`src/rtl/alu_pkg.sv`:
```
// Shared types for the nibble-serial ALU sequencer: opcode encodings,
// alu control word, controller states and the command class decode.
package alu_pkg;

    // Low four command bits select the operation inside the alu.
    // op[3] inverts operand B (arith) or the result (XOR/XNOR).
    typedef enum logic [3:0] {
        OP_ADD   = 4'b0000,
        OP_SUB   = 4'b1000,
        OP_XOR   = 4'b0001,
        OP_XNOR  = 4'b1001,
        OP_AND   = 4'b0010,
        OP_OR    = 4'b0110,
        OP_RSHFT = 4'b0111
    } AluCmd;

    // Full 5-bit request encodings; bit4 is the initial carry for the
    // arith class and the fill bit for RSHFT.
    typedef enum logic [4:0] {
        CTRL_ADD    = 5'b00000,
        CTRL_ADDC   = 5'b10000,
        CTRL_SUB    = 5'b11000,
        CTRL_COMP   = 5'b01000,
        CTRL_XOR    = 5'b00001,
        CTRL_XNOR   = 5'b01001,
        CTRL_AND    = 5'b00010,
        CTRL_OR     = 5'b00110,
        CTRL_RSHFT  = 5'b00111,
        CTRL_RSHFT1 = 5'b10111
    } AluCtrl;

    // Control word presented to the 4-bit alu each cycle.
    typedef struct packed {
        logic       cin;
        logic [3:0] op;
    } AluCtrlInternal;

    typedef enum logic [1:0] {
        IDLE = 2'd0,
        RUN  = 2'd1,
        DONE = 2'd2
    } SeqState;

    typedef enum logic [1:0] {
        CLS_ARITH = 2'd0,
        CLS_SHIFT = 2'd1,
        CLS_LOGIC = 2'd2
    } AluClass;

    function automatic AluClass alu_class(input logic [3:0] op);
        if (!op[2] && (op[1:0] == 2'b00)) return CLS_ARITH;
        else if (op[1:0] == 2'b11)       return CLS_SHIFT;
        else                             return CLS_LOGIC;
    endfunction

endpackage

```
`src/rtl/alu_nibble_seq_if.sv`:
```
// Request/response handshake bundle between issue stage, sequencer and
// result consumer.
interface alu_nibble_seq_if #(
    parameter int W = 16
);
    logic         req_valid;
    logic         req_ready;
    logic [4:0]   req_cmd;
    logic [W-1:0] req_a;
    logic [W-1:0] req_b;
    logic         resp_valid;
    logic         resp_ready;
    logic [W-1:0] resp_res;
    logic         resp_carry;
    logic         resp_zero;

    modport master (
        output req_valid, req_cmd, req_a, req_b, resp_ready,
        input  req_ready, resp_valid, resp_res, resp_carry, resp_zero
    );

    modport slave (
        input  req_valid, req_cmd, req_a, req_b, resp_ready,
        output req_ready, resp_valid, resp_res, resp_carry, resp_zero
    );
endinterface

```
`src/rtl/alu_nibble_seq_alu.sv`:
```
// 4-bit combinational alu slice: add/subtract with carry, logic ops and a
// one-bit right shift with caller-supplied shift-in.
module alu_nibble_seq_alu
    import alu_pkg::*;
(
    input  logic [3:0]     i_d1,
    input  logic [3:0]     i_d2,
    input  AluCtrlInternal i_ctrl,
    output logic [3:0]     o_res,
    output logic           o_carry
);

    logic [3:0] w_d2x;
    logic [4:0] w_sum;

    // Operation select; carry out is only meaningful for arith and shift.
    always_comb begin
        w_d2x   = i_ctrl.op[3] ? ~i_d2 : i_d2;
        w_sum   = {1'b0, i_d1} + {1'b0, w_d2x} + {4'b0000, i_ctrl.cin};
        o_res   = 4'h0;
        o_carry = 1'b0;
        case (alu_class(i_ctrl.op))
            CLS_ARITH: begin
                o_res   = w_sum[3:0];
                o_carry = w_sum[4];
            end
            CLS_SHIFT: begin
                o_res   = {i_ctrl.cin, i_d2[3:1]};
                o_carry = i_d2[0];
            end
            default: begin
                case (i_ctrl.op[1:0])
                    2'b01:   o_res = (i_d1 ^ i_d2) ^ {4{i_ctrl.op[3]}};
                    2'b10:   o_res = i_ctrl.op[2] ? (i_d1 | i_d2) : (i_d1 & i_d2);
                    default: o_res = i_d1;
                endcase
            end
        endcase
    end

endmodule

```
`src/rtl/alu_nibble_seq.sv`:
```
// Nibble-serial W-bit ALU sequencer built around one shared 4-bit alu.
//
//   state | meaning
//   IDLE  | waiting for a request, req_ready high
//   RUN   | processing nibble r_idx, LSB nibble first
//   DONE  | response held until resp_ready
module alu_nibble_seq
    import alu_pkg::*;
#(
    parameter int NIBBLES = 4
) (
    input  logic             clk,
    input  logic             rst_n,
    alu_nibble_seq_if.slave  bus
);

    localparam int W    = 4 * NIBBLES;
    localparam int IDXW = (NIBBLES > 1) ? $clog2(NIBBLES) : 1;
    localparam logic [IDXW-1:0] IDX_LAST = IDXW'(NIBBLES - 1);

    SeqState         r_state;
    logic [IDXW-1:0] r_idx;
    logic [4:0]      r_cmd;
    logic [W-1:0]    r_a;
    logic [W-1:0]    r_b;
    logic            r_carry;
    logic            r_zero_acc;
    logic [W-1:0]    r_acc;
    logic            r_req_ready;
    logic            r_resp_valid;
    logic [W-1:0]    r_resp_res;
    logic            r_resp_carry;
    logic            r_resp_zero;

    AluClass         w_cls;
    AluCtrlInternal  w_ctrl;
    logic [3:0]      w_d1;
    logic [3:0]      w_d2;
    logic            w_shift_in;
    logic [NIBBLES-1:0] w_fill;
    logic [3:0]      w_alu_res;
    logic            w_alu_cout;
    logic [W-1:0]    w_acc_next;
    logic            w_zero_next;
    logic            w_final_carry;

    assign w_cls = alu_class(r_cmd[3:0]);

    // Shift-in per nibble: next nibble's LSB of B, or the fill bit on top.
    for (genvar g = 0; g < NIBBLES; g++) begin : g_fill
        if (g < NIBBLES - 1) begin : g_mid
            assign w_fill[g] = r_b[4*g+4];
        end else begin : g_top
            assign w_fill[g] = r_cmd[4];
        end
    end

    // Select the operand nibbles for the current index.
    always_comb begin
        w_d1       = 4'h0;
        w_d2       = 4'h0;
        w_shift_in = 1'b0;
        for (int k = 0; k < NIBBLES; k++) begin
            if (r_idx == IDXW'(k)) begin
                w_d1       = r_a[4*k +: 4];
                w_d2       = r_b[4*k +: 4];
                w_shift_in = w_fill[k];
            end
        end
    end

    // Build the alu control word; logic ops always see cin = 0.
    always_comb begin
        w_ctrl.op = r_cmd[3:0];
        case (w_cls)
            CLS_ARITH: w_ctrl.cin = r_carry;
            CLS_SHIFT: w_ctrl.cin = w_shift_in;
            default:   w_ctrl.cin = 1'b0;
        endcase
    end

    alu_nibble_seq_alu u_alu (
        .i_d1    (w_d1),
        .i_d2    (w_d2),
        .i_ctrl  (w_ctrl),
        .o_res   (w_alu_res),
        .o_carry (w_alu_cout)
    );

    // Merge the fresh result nibble into the working result and flags.
    always_comb begin
        w_acc_next = r_acc;
        for (int k = 0; k < NIBBLES; k++) begin
            if (r_idx == IDXW'(k)) w_acc_next[4*k +: 4] = w_alu_res;
        end
        w_zero_next = r_zero_acc & (w_alu_res == 4'h0);
        case (w_cls)
            CLS_ARITH: w_final_carry = w_alu_cout;
            CLS_SHIFT: w_final_carry = r_b[0];
            default:   w_final_carry = 1'b0;
        endcase
    end

    // Sequencer FSM with its datapath registers and registered outputs.
    always_ff @(posedge clk or negedge rst_n) begin
        if (!rst_n) begin
            r_state      <= IDLE;
            r_idx        <= '0;
            r_cmd        <= '0;
            r_a          <= '0;
            r_b          <= '0;
            r_carry      <= 1'b0;
            r_zero_acc   <= 1'b0;
            r_acc        <= '0;
            r_req_ready  <= 1'b1;
            r_resp_valid <= 1'b0;
            r_resp_res   <= '0;
            r_resp_carry <= 1'b0;
            r_resp_zero  <= 1'b0;
        end else begin
            case (r_state)
                IDLE: begin
                    if (bus.req_valid && r_req_ready) begin
                        r_state     <= RUN;
                        r_req_ready <= 1'b0;
                        r_cmd       <= bus.req_cmd;
                        r_a         <= bus.req_a;
                        r_b         <= bus.req_b;
                        r_idx       <= '0;
                        r_carry     <= (alu_class(bus.req_cmd[3:0]) == CLS_ARITH) & bus.req_cmd[4];
                        r_zero_acc  <= 1'b1;
                        r_acc       <= '0;
                    end
                end
                RUN: begin
                    r_acc      <= w_acc_next;
                    r_zero_acc <= w_zero_next;
                    if (w_cls == CLS_ARITH) r_carry <= w_alu_cout;
                    r_idx <= r_idx + IDXW'(1);
                    if (r_idx == IDX_LAST) begin
                        r_idx        <= '0;
                        r_state      <= DONE;
                        r_resp_valid <= 1'b1;
                        r_resp_res   <= w_acc_next;
                        r_resp_carry <= w_final_carry;
                        r_resp_zero  <= w_zero_next;
                    end
                end
                DONE: begin
                    if (bus.resp_ready) begin
                        r_state      <= IDLE;
                        r_resp_valid <= 1'b0;
                        r_req_ready  <= 1'b1;
                    end
                end
                default: begin
                    r_state      <= IDLE;
                    r_req_ready  <= 1'b1;
                    r_resp_valid <= 1'b0;
                end
            endcase
        end
    end

    assign bus.req_ready  = r_req_ready;
    assign bus.resp_valid = r_resp_valid;
    assign bus.resp_res   = r_resp_res;
    assign bus.resp_carry = r_resp_carry;
    assign bus.resp_zero  = r_resp_zero;

endmodule

```
`src/flat_wrapper.sv`:
```
// flat-port wrapper written by rule: the top's interface ports become plain ports
module alu_nibble_seq_flat import alu_pkg::*;
#(
    parameter int NIBBLES = 4
)
  (clk, rst_n, bus_req_valid, bus_req_cmd, bus_req_a, bus_req_b, bus_resp_ready, bus_req_ready, bus_resp_valid, bus_resp_res, bus_resp_carry, bus_resp_zero);
  alu_nibble_seq_if #(.W(16)) bus_i ();
  input  logic clk;
  input  logic rst_n;
  input wire logic [$bits(bus_i.req_valid)-1:0] bus_req_valid;
  input wire logic [$bits(bus_i.req_cmd)-1:0] bus_req_cmd;
  input wire logic [$bits(bus_i.req_a)-1:0] bus_req_a;
  input wire logic [$bits(bus_i.req_b)-1:0] bus_req_b;
  input wire logic [$bits(bus_i.resp_ready)-1:0] bus_resp_ready;
  output wire logic [$bits(bus_i.req_ready)-1:0] bus_req_ready;
  output wire logic [$bits(bus_i.resp_valid)-1:0] bus_resp_valid;
  output wire logic [$bits(bus_i.resp_res)-1:0] bus_resp_res;
  output wire logic [$bits(bus_i.resp_carry)-1:0] bus_resp_carry;
  output wire logic [$bits(bus_i.resp_zero)-1:0] bus_resp_zero;
  assign bus_i.req_valid = bus_req_valid;
  assign bus_i.req_cmd = bus_req_cmd;
  assign bus_i.req_a = bus_req_a;
  assign bus_i.req_b = bus_req_b;
  assign bus_i.resp_ready = bus_resp_ready;
  assign bus_req_ready = bus_i.req_ready;
  assign bus_resp_valid = bus_i.resp_valid;
  assign bus_resp_res = bus_i.resp_res;
  assign bus_resp_carry = bus_i.resp_carry;
  assign bus_resp_zero = bus_i.resp_zero;
  alu_nibble_seq #(.NIBBLES(NIBBLES)) u_core (.clk(clk), .rst_n(rst_n), .bus(bus_i));
endmodule
```
`config.mk`:
```
export PLATFORM = sky130hd
export DESIGN_NAME = alu_nibble_seq_flat
export DESIGN_NICKNAME = d
export VERILOG_FILES = /design/src/rtl/alu_pkg.sv /design/src/rtl/alu_nibble_seq_if.sv /design/src/rtl/alu_nibble_seq_alu.sv /design/src/rtl/alu_nibble_seq.sv /design/src/flat_wrapper.sv
export SDC_FILE = /design/constraint.sdc
export NUM_CORES = 1
export LEC_CHECK = 0
export CAP_MARGIN = 0
export CORE_MARGIN = 2
export CORE_UTILIZATION = 49
export DETAILED_ROUTE_END_ITERATION = 10
export PLACE_DENSITY = 0.77
export SYNTH_ARGS = -nofsm -noshare
export SYNTH_HDL_FRONTEND = slang
export SYNTH_SLANG_ARGS = --single-unit
```
`constraint.sdc`:
```
create_clock -name clk -period 3.85 [get_ports clk]
set_clock_uncertainty 0.1 [all_clocks]
set_input_delay 0.77 -clock clk [delete_from_list [all_inputs] [get_ports clk]]
set_output_delay 0.77 -clock clk [all_outputs]
set_load 0.005 [all_outputs]
```
# After elaboration in Yosys (flattened, before gate mapping)
# Index checks and enable logic that the tools add are counted.
# W data, S select, Z words.
op_classes:
  bitwise_logic: 9
  muxes: 48
  addsub: 3
  n_reduce_logical: 20
  div_mod_pow: 0
  n_shift: 0
  n_lt_le_gt_ge: 0
  eq_ne: 14
  n_mul: 0
ops:
  columns: ["op", "count"]
  rows:
  - ["$mux W4", 14]
  - ["$pmux W16 S2", 1]
  - ["$mux W2", 11]
  - ["$mux W16", 1]
  - ["$pmux W4 S2", 2]
  - ["$eq A2 B2 Y1 const B", 6]
  - ["$logic_not A2 Y1", 6]
  - ["$reduce_and A3 Y1", 4]
  - ["$mux W1", 11]
  - ["$eq A2 B1 Y1 const B", 4]
  - ["$pmux W1 S2", 4]
  - ["$xor A4 B4 Y4", 2]
  - ["$ne A2 B1 Y1 const B", 3]
  - ["$pmux W1 S3", 2]
  - ["$pmux W2 S3", 1]
  - ["$reduce_and A2 Y1", 3]
  - ["$add A4 B4 Y5", 1]
  - ["$add A5 B1 Y5", 1]
  - ["$and A4 B4 Y4", 1]
  - ["$logic_not A4 Y1", 1]
  - ["$not A4 Y4", 1]
  - ["$or A4 B4 Y4", 1]
  - ["$pmux W2 S2", 1]
  - ["$logic_and A1 B1 Y1", 3]
  - ["6 further kinds", 9]
word_totals:
  latch_bits: 0
  mem_bits_ro: 0
  register_bits: 79
  inputBits: 41
  output_inout_bits: 20
  elab_cells: 107
  mem_count: 0
  ram_bits: 0

# Logic depth before layout (Yosys ltp)
depth:
  depth_word: 13
  depth_mapped: 15
  mapped_depth_nobuf: 14

# Cells and area by module
# Synthesis repeated with hierarchy kept, for this count alone.
unflattened:
  cells_unflattened: 439
  hier_area_um2: 4053.9
modules_own_cells:
  columns: ["mod", "area_per_inst_um2", "seq_area_each_um2", "instances", "cells_each"]
  rows:
  - ["alu_nibble_seq", 3447.1, 1878.1, 1, 359]
  - ["alu_nibble_seq_alu", 606.8, 0.0, 1, 80]

# Worst setup path after synthesis
# OpenSTA, ideal clock, no wires.
synth_timing:
  path_kind: "reg-to-reg"
  from: "register u_core.r_idx[0]"
  to: "register u_core.r_acc[2]"
  t_required_ns: 3.629
  path_slack_ns: 0.265
  path_stages_with_launch: 16
  setup_time_ns: 0.121
  synth_period_minus_slack_ns: 3.585
  t_arrival_ns: 3.364
  n_path_buf: 1
  path_cell_list: "dfrtp_1 inv_1 ha_1 nor2b_1 clkbuf_1 a221oi_1 nor3_1 a21oi_1 xor2_1 fa_1 fa_1 nor2b_1 nor3_1 a221o_1 and2_1 a22o_1"
synth_between:
  elab_chain_cells: 12
  word_cells_on_any_way: 30
  classes_between: "add/sub (2); eq/ne (3); mux (19); bitwise (5); reduce/logical (1)"
synth_lines:
  columns: ["item", "line_no", "text"]
  rows:
  - ["start: declaration", "alu_nibble_seq.sv:22", "logic [IDXW-1:0] r_idx;"]
  - ["start signal: assignment", "alu_nibble_seq.sv:139", "r_idx <= r_idx + IDXW'(1);"]
  - ["$logic_not A2 Y1", "alu_nibble_seq.sv:64, alu_nibble_seq.sv:94", null]
  - ["$mux W4 (4 in series)", "alu_nibble_seq.sv:64", "if (r_idx == IDXW'(k)) begin"]
  - ["$not A4 Y4", "alu_nibble_seq_alu.sv:18", "w_d2x = i_ctrl.op[3] ? ~i_d2 : i_d2;"]
  - ["$mux W4", "alu_nibble_seq_alu.sv:18", null]
  - ["$add A4 B4 Y5", "alu_nibble_seq_alu.sv:19", "w_sum = {1'b0, i_d1} + {1'b0, w_d2x} + {4'b0000, i_ctrl.cin};"]
  - ["$add A5 B1 Y5", "alu_nibble_seq_alu.sv:19", null]
  - ["$pmux W4 S2", "alu_nibble_seq_alu.sv:22", "case (alu_class(i_ctrl.op))"]
  - ["$mux W4 *", "alu_nibble_seq.sv:94", "if (r_idx == IDXW'(k)) w_acc_next[4*k +: 4] = w_alu_res;"]
  - ["$pmux W16 S2 *", "alu_nibble_seq.sv:121", "case (r_state)"]
  - ["end signal: assignment", "alu_nibble_seq.sv:136", "r_acc <= w_acc_next;"]
  - ["end: declaration", "alu_nibble_seq.sv:28", "logic [W-1:0] r_acc;"]
# Every way passes the cells marked *; elsewhere a longest branch is shown, timed or not.
# A chain may end at the register's enable or synchronous reset.

# Worst setup path after layout
layout_timing:
  from: "register u_core.r_idx[0]"
  to: "register u_core.r_acc[6]"
layout_between:
  elab_chain_cells: 12
  word_cells_on_any_way: 30
  classes_between: "add/sub (2); eq/ne (3); mux (19); bitwise (5); reduce/logical (1)"
layout_lines:
  columns: ["item", "line_no"]
  rows:
  - ["$logic_not A2 Y1", "alu_nibble_seq.sv:64"]
  - ["$mux W4 (4 in series)", "alu_nibble_seq.sv:64"]
  - ["$not A4 Y4", "alu_nibble_seq_alu.sv:18"]
  - ["$mux W4", "alu_nibble_seq_alu.sv:18"]
  - ["$add A4 B4 Y5", "alu_nibble_seq_alu.sv:19"]
  - ["$add A5 B1 Y5", "alu_nibble_seq_alu.sv:19"]
  - ["$pmux W4 S2", "alu_nibble_seq_alu.sv:22"]
  - ["$mux W4 *", "alu_nibble_seq.sv:94"]
  - ["$pmux W16 S2 *", "alu_nibble_seq.sv:121"]
# Marked as above.

==> reports/metrics.cfg <==
[logic_synthesis]
synth_top_area_share_pct=46.92
synth.distinct_cells=52
synth.most_common_cell=dfrtp_1
syn_avg_cell_area_um2=11.02
synthFlopType=dfrtp_1
async_flop_share_pct=100.0
synth_common_cells=74 x dfrtp_1, 38 x nand2_1, 35 x mux2_2
synth-warning-count=0
netlist_area_mm2=0.003946
ys_ff_latch=75
synth_edf_count=0
ys_top_cells_by_area=dfrtp_1 47%, mux2_2 10%, ha_1 6.0%
seq_area_frac_synth_pct=47.59
synth.largest_area_cell=dfrtp_1
syn_inst=358
syn_nets=420

[placement]
io_buffer_count=60
place_congestion=0.8991
dp_slack_ns=0.1709
dp_cells=515
dp_hpwl_mm=6.950

[drt]
drc=0
dr.pass1.iters=4
wire_per_inst_um=17.41
num_vias=2951
wirelength_mm=9.243
first_iter_violations=132
antenna_left=0
via_per_inst=5.557

[floorplan]
ios=61
die_h_um=93.74
design.die.area_mm2=0.008787
core_mm2=0.007767
rows=32
start_util_pct=50.81
die_w_um=93.74

[critical_path]
worstPathRequired_ns=3.98
rrSetupSlack_ns=0.25
end_kind=flip-flop
arrival_ns=3.73
cp_max_fo=6
crit_type=flip-flop to flip-flop
critPathLaunchType=flip-flop

[timing]
min_period_ns=3.596
setup_viol=0
hold_slack_ns=0.1795
max_freq_mhz=278.1
hold_viol_final=0
slew_headroom_pct=46.90
drv_slew=0
grt_setup_unrepaired=false
fin_tns_setup_ns=0
fin_ws_ns=0.2539
fin_crit_sh_pct=93.41
tightest_slew_ns=0.7965

[global_route]
grtUsageMet2_pct=38.10
grt_pass1_vias=3003
grt_pass1_wl_mm=15.16
grt.met1_usage_pct=29.27
globalRouteOverflowTotal=0
antenna_found_initial=0
grt_max_degree=65
grt_use_total_pct=22.42
grt_util_met3_pct=3.451
grt-busiest-layer=met2

[layout]
final_nets=486
diodes=0
syn_to_final_growth_pct=25.24
utilization_pct=63.63
drive_gt1_share_pct=19.35
fin_cells=531

[power]
ir_drop_mv=0.4672
power.density_mw_per_mm2=952.5
p_leak_nw=2.188

[clock_tree]
cts_tree=done
htreeDepth=3
clk-insertion-delay-late_ns=0.35
cts_buffers=9
cts_sinks=75
cts_post_setup_buffers_inserted=0
root_buffer=clkbuf_8
clk_transition_reported_paths_ns=0.08
clockBufferDepth=2

[run]
maxCapViolations=0

[min_path]
hp-class=input pin to async pin

[run_status]
outcome=completed

## placed cells by master, fill, tap and decap left out, types with 4 or more instances in the layout
master            n
clkdlybuf4s50_1  59
mux2_2           35
o21ai_0          15
nor2b_1           8
ha_1             18
clkbuf_8          9
nand2_1          38
nor3b_1           4
a221oi_2          4
nor3_1            4
inv_1            16
a2bb2oi_1         5
mux2i_1           9
xnor2_1           5
buf_4            14
nor2_1            9
a22o_1            9
o22ai_1           4
o21ai_1          13
dfrtp_1          74
nand2b_1          6
and2_1            5
a21oi_1           8
xor2_1            4
## sequential cells by signal (all words and copies together), names as in the netlist, 2 cells and up
register / cells
u_core.r_idx: 2
u_core.r_a: 16
u_core.r_acc: 12
u_core.r_state: 2
u_core.bus.resp_res: 16
u_core.r_b: 16
u_core.r_cmd: 5
## logic make-up (layout without fill, tap and decap cells)
family / count (synthesis) / in the layout / share of synthesized area, %
compound gates: 86 / 86 / 15.85
mux: 44 / 44 / 12.27
xor+xnor: 9 / 9 / 1.997
flops: 75 / 75 / 47.59
simple gates: 87 / 87 / 11.29
fa+ha+maj: 21 / 21 / 7.039
buf+inv: 36 / 107 / 3.963
## worst max-delay path, cell delays in order, from the launching register on
cell and delay, ns:
dfrtp_1 0.41, inv_1 0.13, ha_1 0.17, nor2b_1 0.20, buf_4 0.20, nand2_1 0.08, a31o_2 0.26, o21a_1 0.11
fa_1 0.41, fa_1 0.39, nor2b_1 0.15, nor3_1 0.07, a221o_2 0.37, and2_1 0.21, a22o_1 0.23
## layer usage
layer  share of wire [%]  wire (um)
met1                  44       4023
met2                  51       4710
met3                 3.9        359
met4                 1.6        149
met5                   0          0
## path summary, 6_finish.rpt
check / cells past startpoint / startpoint / end
max: 14 / u_core.r_idx[0] / u_core.r_acc[6]
min: 1 / rst_n / u_core.r_cmd[2]
max reg2reg: 14 / u_core.r_idx[0] / u_core.r_acc[6]
min reg2reg: 2 / u_core.bus.resp_res[12] / u_core.bus.resp_res[12]
max in group asynchronous: 2 / rst_n / u_core.r_a[14]
min in group clk: 2 / u_core.bus.resp_res[12] / u_core.bus.resp_res[12]
## metrics by stage
step                total power, W  cell area (um2)
floorplan                 0.003152             3946
finish                    0.004708             4942
CTS                       0.004701             4928
global route              0.005068             4942
global placement          0.003907             4687
detailed placement        0.003946             4687
## area by class of cell
type | count | area [um2]
multi-input cells | 247 | 1927
flip-flops and latches | 75 | 1878
fillers | 633 | 2825
well taps | 102 | 127.6
inverters | 17 | 67.56
repair buffers | 74 | 700.7
clock buffers | 10 | 127.6
clock inverters | 6 | 113.9
## what timing repair did
item	CTS	global route
gates resized for setup	0	5
setup endpoints to repair	0	9
hold buffers	0	0
## where the power goes
group	leakage, nW	switching [W]	total [W]	internal, W
Combinational	1.11	0.00140	0.00266	0.00125
Sequential	0.969	0.000231	0.00132	0.00109
Clock	0.113	0.000296	0.000728	0.000432
Total	2.19	0.00193	0.00471	0.00278
(Power assumes the default switching activity.)
